==> src/rtl/mem_resp_delay.sv <==
// Fixed-latency response tracker: a one-hot token walks a RESP_DELAY-bit shift register.
module mem_resp_delay #(
  parameter int unsigned RESP_DELAY = 16
) (
  input  logic clk_i,
  input  logic rst_ni,
  input  logic valid_i,
  output logic idle_o,
  output logic ready_o
);

  logic [RESP_DELAY-1:0] dly_q, dly_d;

  assign idle_o  = (dly_q == '0);
  assign ready_o = dly_q[RESP_DELAY-1];

  always_comb begin
    dly_d = {dly_q[RESP_DELAY-2:0], 1'b0};
    if (idle_o) begin
      dly_d = {{(RESP_DELAY-1){1'b0}}, valid_i};
    end
  end

  always_ff @(posedge clk_i or negedge rst_ni) begin
    if (!rst_ni) begin
      dly_q <= '0;
    end else begin
      dly_q <= dly_d;
    end
  end

endmodule

==> config.mk <==
export PLATFORM = sky130hd
export DESIGN_NAME = mem_resp_delay
export DESIGN_NICKNAME = d
export VERILOG_FILES = /design/src/rtl/mem_resp_delay.sv
export SDC_FILE = /design/constraint.sdc
export NUM_CORES = 1
export LEC_CHECK = 0
export BUFFER_PORTS_ARGS = -buffer_cell sky130_fd_sc_hd__buf_2
export CORE_AREA = 2 2 39 41
export DETAILED_ROUTE_END_ITERATION = 6
export DIE_AREA = 0 0 41 43
export SYNTH_ARGS = -nofsm -noshare
export SYNTH_HDL_FRONTEND = slang
export SYNTH_SLANG_ARGS = --single-unit
==> constraint.sdc <==
create_clock -name clk_i -period 1.2 [get_ports clk_i]
set_clock_uncertainty 0.15 [all_clocks]
set_input_delay 0.24 -clock clk_i [delete_from_list [all_inputs] [get_ports clk_i]]
set_output_delay 0.24 -clock clk_i [all_outputs]
set_load 0.02 [all_outputs]
==> impl_metrics.csv, run 1 <==
group,metric,value,unit
yosys,synth.avg_cell_area,13.8,µm²
cells_and_area,largestRegisters,"dly_q: 16 flops",
setup_path,rr_startpoint,"dly_q[14]$_DFF_PN0_",
yosys,synth_edf_count,0,
placed_design,gp_congestion,0.640,
cells_and_area,stdcell_count,51,
timing,max_freq,569,MHz
timing,fin_ws,-0.557,ns
grt,grt_start_max_net_pins,17,
grt,grtUsageTotal,9.63,%
floorplan,dieHeight,43,µm
grt,grt_pass1_vias,226,
floorplan,die_x,41,µm
cells_and_area,drive_gt1_share,42.9,%
floorplan,io_pins,5,
setup_path,cp_max_fo,2,
yosys,ys.flop_type,"dfrtp_1",
cells_and_area,syn2layout_area_growth,12.5,%
grt,overflow,0,
detailed_routing,vias_per_cell,4.29,
power,p_per_area,2560,nW/µm²
cells_and_area,design_area,576,µm²
timing,fin_crit_sh,146,%
run_status,outcome,"finished with violations",
detailed_routing,first_pass_iters,1,
power,pwr-share-seq,53.7,%
setup_path,end_kind,"output pin",
yosys,yosysUniqueCellTypes,8,
power,switching_share,27.5,%
yosys,synth_area_leaders,"dfrtp_1, clkbuf_1, nor4_1",
setup_path,arrival,1.37,ns
min_path,hold_path_class,"in2reg",
floorplan,dieArea,1760,µm²
detailed_routing,vias,219,
min_path,min_from,"valid_i",
power,p_leak,0.000292,µW
setup_path,r2r_cells,3,
yosys,synth_commonest_cells,"dfrtp_1, clkbuf_1, nor4_1",
detailed_routing,routed_wl,636,µm
yosys,yosysMostFrequentCell,"dfrtp_1",
placed_design,dpl.hpwl,440,µm
detailed_routing,wl_per_cell,12.5,µm
timing,tightest_slew,0.332,ns
power,peakVddDrop,0.000996,V
clocking,clk_latency,0.28,ns
detailed_routing,drtIter0Drc,0,
clocking,ctsRootBufferMaster,"clkbuf_4",
timing,max_slew_margin,77.9,%
cells_and_area,diodes,0,
run_status,violations,"setup timing",
setup_path,r2r-end,"dly_q[0]$_DFF_PN0_",
clocking,clockBufferDepth,2,
timing,grt_setup_unrepaired,"yes",
yosys,synth_area,512,µm²
placed_design,dpl_cell_area,505,µm²
timing,hold_viol,0,
yosys,yosysTopAreaCell,"dfrtp_1",
cells_and_area,nets,39,
power,cell_internal_pwr,1070,µW
clocking,cts_buffers,3,
power,power.clock.fraction,19.0,%
placed_design,io_buffers,4,
power,combPwrFrac,27.3,%
floorplan,core,1380,µm²
timing,maxSlewViolCount,0,
detailed_routing,drc,0,
floorplan,placementRows,14,
yosys,yosysWarningCount,0,
yosys,syn_nets,40,
clocking,clock-sinks,16,
yosys,synth_top_area_share,78.2,%
cells_and_area,largest_register,"dly_q",
grt,grt_pass1_wl,1000,µm
flow_run,maxCapViolCount,0,
timing,setup_violations,3,
yosys,ys_ff_latch,16,
timing,period_minus_slack,1.76,ns
yosys,synthArstFlopShare,100,%
clocking,clk_pin_slew,0.09,ns
setup_path,regToRegSetupSlack,-0.11,ns
yosys,seq_area_frac_synth,78.2,%
clocking,cts_tree,"built",
yosys,syn-instance-count,37,
min_path,whs_path_depth,2,
min_path,min_delay_worst_endpoint,"dly_q[0]$_DFF_PN0_",
power,power_switching,405,µW
grt,antenna_found_initial,0,
setup_path,cp-start-kind,"flop",
setup_path,crit_required,0.81,ns
clocking,htreeDepth,1,
detailed_routing,ant_nets,0,
floorplan,initial_utilization,37.0,%
placed_design,placed_cells,44,
setup_path,worstSetupPathType,"reg2out",
cells_and_area,largest_reg_flops,16,
cells_and_area,fillCellCount,123,
-- timing repair --
item,CTS,global route
setup endpoints to repair,3,3
endpoints found under the hold margin,16,0
pin swaps,2,2
buffers inserted,1,1
gates resized for setup,5,0
hold buffers,1,0
-- through the flow --
stage	power (µW)	TNS, ns	setup slack [ns]	util (%)	hold slack, ns
2_1_floorplan	1050	-0.117	-0.0843	-	-0.206
3_3_place_gp	1070	-0.295	-0.260	36.5	-0.00264
3_5_place_dp	1080	-0.419	-0.314	36.5	0.00484
4_1_cts	1470	-0.695	-0.557	41.0	0.0319
5_1_grt	1540	-0.783	-0.593	41.6	0.0341
6_report	1470	-0.689	-0.557	41.6	0.0390
-- cell type report --
| class | count | area, µm² | share of cell area (%) |
|---|---|---|---|
| Timing Repair Buffer | 9 | 72.6 | 12.6 |
| Sequential cell | 16 | 402 | 69.8 |
| Tap cell | 16 | 20.0 | 3.48 |
| Clock buffer | 4 | 26.3 | 4.57 |
| Multi-Input combinational cell | 6 | 55.1 | 9.57 |
-- worst max-delay path, stage by stage (launching register included) --
cell	delay (ns)
dfrtp_1	0.40
nor4_2	0.31
and4_4	0.26
buf_6	0.11
-- layout by cell type, fill, tap and decap left out, drive strengths merged --
cell | synthesis | final
and4 | 1 | 1
clkbuf | 12 | 4
buf | 2 | 8
and2 | 1 | 1
dfrtp | 16 | 16
nor4 | 4 | 4
dlygate4sd3 | 1 | 1
-- worst max path at each step --
stage | start | end | slack, ns
4_1_cts | dly_q[1]$_DFF_PN0_ | idle_o | -0.56
5_1_grt | dly_q[14]$_DFF_PN0_ | idle_o | -0.59
2_1_floorplan | dly_q[4]$_DFF_PN0_ | idle_o | -0.08
6_report | dly_q[14]$_DFF_PN0_ | idle_o | -0.56
3_3_place_gp | dly_q[4]$_DFF_PN0_ | idle_o | -0.26
3_5_place_dp | dly_q[14]$_DFF_PN0_ | idle_o | -0.31
-- routing by layer --
layer	GRT usage (%)	wire, µm	share of wire, %
met1	13.5	310	49
met2	10.6	283	44
met3	7.85	42	6.6
met4	4.00	0	0
met5	0	0	0
-- cells by family after synthesis --
family                 share of synthesized area (%)
buffers and inverters                           12.7
flip-flops                                      78.2
AND/OR/NAND/NOR                                 9.05
-- power groups by stage --
stage | sequential, µW | clock [µW] | combinational (µW)
2_1_floorplan | 780 | 0 | 274
3_5_place_dp | 795 | 0 | 289
5_1_grt | 809 | 312 | 420
6_report | 790 | 279 | 401
3_3_place_gp | 784 | 0 | 283
4_1_cts | 794 | 290 | 391
Note: power is estimated with default switching activity, not from simulation.
==> inputs of run 2 (changes only) <==
--- a/config.mk
+++ b/config.mk
@@ -6,9 +6,14 @@
 export NUM_CORES = 1
 export LEC_CHECK = 0
 export BUFFER_PORTS_ARGS = -buffer_cell sky130_fd_sc_hd__buf_2
-export CORE_AREA = 2 2 39 41
+export CAP_MARGIN = 20
+export CELL_PAD_IN_SITES_DETAIL_PLACEMENT = 1
+export CELL_PAD_IN_SITES_GLOBAL_PLACEMENT = 2
+export CORE_ASPECT_RATIO = 0.9
+export CORE_MARGIN = 2
+export CORE_UTILIZATION = 32
 export DETAILED_ROUTE_END_ITERATION = 6
-export DIE_AREA = 0 0 41 43
+export PLACE_DENSITY_LB_ADDON = 0.1
 export SYNTH_ARGS = -nofsm -noshare
 export SYNTH_HDL_FRONTEND = slang
 export SYNTH_SLANG_ARGS = --single-unit
==> impl_metrics.csv, run 2 (synthesis results as in run 1) <==
group,metric,value,unit
min_path,hold_path_class,"in2reg",
detailed_routing,vias_per_cell,4.63,
min_path,min_from,"valid_i",
timing,max_slew_margin,76.9,%
clocking,ctsRootBufferMaster,"clkbuf_4",
flow_run,maxCapViolCount,0,
run_status,outcome,"finished with violations",
timing,max_freq,566,MHz
power,pwr-share-seq,48.6,%
floorplan,initial_utilization,35.0,%
cells_and_area,design_area,632,µm²
timing,setup_violations,3,
floorplan,core,1460,µm²
floorplan,io_pins,5,
floorplan,dieArea,1940,µm²
clocking,clk_latency,0.28,ns
grt,grt_start_max_net_pins,17,
power,cell_internal_pwr,1230,µW
cells_and_area,drive_gt1_share,59.0,%
placed_design,io_buffers,4,
placed_design,dpl_cell_area,542,µm²
min_path,min_delay_worst_endpoint,"dly_q[0]$_DFF_PN0_",
setup_path,worstSetupPathType,"reg2out",
grt,antenna_found_initial,0,
cells_and_area,final_common_cell,"dfrtp_1",
clocking,clock-sinks,16,
detailed_routing,routed_wl,731,µm
clocking,htreeDepth,1,
clocking,cts_buffers,3,
setup_path,end_kind,"output pin",
setup_path,arrival,1.38,ns
timing,grt_setup_unrepaired,"yes",
cells_and_area,largest_reg_flops,16,
cells_and_area,nets,43,
cells_and_area,largest_register,"dly_q",
power,switching_share,27.6,%
timing,hold_viol,0,
setup_path,r2r-end,"dly_q[0]$_DFF_PN0_",
power,p_per_area,2680,nW/µm²
cells_and_area,syn2layout_area_growth,23.5,%
power,p_leak,0.000327,µW
grt,overflow,0,
power,total_power,1700,µW
detailed_routing,wl_per_cell,13.5,µm
setup_path,crit_required,0.81,ns
grt,grtUsageTotal,10.1,%
setup_path,rr_startpoint,"dly_q[15]$_DFF_PN0_",
detailed_routing,drtIter0Drc,0,
timing,period_minus_slack,1.77,ns
detailed_routing,drc,0,
detailed_routing,ant_nets,0,
cells_and_area,post-route-util,43.2,%
cells_and_area,largestRegisters,"dly_q: 16 flops",
placed_design,gp_congestion,0.689,
clocking,clk_pin_slew,0.09,ns
clocking,clockBufferDepth,2,
cells_and_area,fillCellCount,153,
cells_and_area,diodes,0,
setup_path,r2r_cells,4,
floorplan,placementRows,13,
placed_design,dpl.hpwl,479,µm
clocking,cts_tree,"built",
min_path,whs_path_depth,2,
setup_path,regToRegSetupSlack,-0.19,ns
timing,maxSlewViolCount,0,
timing,fin_crit_sh,147,%
power,combPwrFrac,31.2,%
power,power_switching,468,µW
placed_design,pre_cts_slack,-0.300,ns
timing,fin_ws,-0.566,ns
timing,tightest_slew,0.346,ns
power,peakVddDrop,0.000982,V
floorplan,die_x,46.2,µm
power,power.clock.fraction,20.2,%
floorplan,dieHeight,41.9,µm
grt,grt_pass1_wl,1290,µm
detailed_routing,first_pass_iters,1,
setup_path,cp-start-kind,"flop",
timing,timing.hold.ws,0.0300,ns
setup_path,cp_max_fo,2,
detailed_routing,vias,250,
run_status,violations,"setup timing",
cells_and_area,final_cell_mix,"dfrtp_1, buf_4, nor4_2, clkbuf_4, buf_2",
grt,grt_pass1_vias,273,
[run 2: worst max path at each step]
stage	from	end	slack [ns]	cells past startpoint
floorplan	dly_q[4]$_DFF_PN0_	idle_o	-0.08	2
global placement	dly_q[7]$_DFF_PN0_	idle_o	-0.33	3
detailed placement	dly_q[7]$_DFF_PN0_	idle_o	-0.30	3
CTS	dly_q[15]$_DFF_PN0_	idle_o	-0.56	3
global route	dly_q[15]$_DFF_PN0_	idle_o	-0.62	3
finish	dly_q[15]$_DFF_PN0_	idle_o	-0.57	3
[run 2: per-stage QoR]
stage | setup TNS (ns) | std cells
2_1_floorplan | -0.117 | 37
3_3_place_gp | -0.432 | 48
3_5_place_dp | -0.378 | 48
5_1_grt | -0.946 | 54
6_report | -0.816 | 54
4_1_cts | -0.716 | 53
[run 2: layout make-up]
class	instances	area [µm²]	area share, %
flip-flops and latches	16	402	63.6
multi-input cells	6	78.8	12.5
well taps	15	18.8	2.97
clock buffers	4	36.3	5.74
repair buffers	13	96.3	15.2
[run 2: power by group through the flow]
| stage | logic [µW] | registers [µW] | clock network [µW] |
|---|---|---|---|
| after floorplan | 274 | 780 | 0 |
| after global placement | 357 | 792 | 0 |
| after detailed placement | 357 | 796 | 0 |
| after CTS | 457 | 820 | 359 |
| after global routing | 569 | 844 | 390 |
| final | 529 | 824 | 343 |
[run 2: metal layers]
metal / vias up / track usage (%) / part of all wire [%]
met3: 0 / 9.13 / 6.8
met4: 0 / 0 / 0
li1: 112 / - / -
met2: 5 / 12.8 / 47
met5: - / 0 / 0
met1: 133 / 13.7 / 46
[run 2: repair_timing]
action                                 CTS  global route
pin swaps                                3             2
gates resized for setup                  5             2
setup endpoints to repair                3             3
hold buffers                             1             0
gates cloned                             0             0
setup buffers                            0             1
endpoints found under the hold margin   16             0
[run 2: worst max-delay path: stages (launching register included)]
cell and delay (ns):
dfrtp_2 0.43, nor4_4 0.29, and4_4 0.26, buf_6 0.12
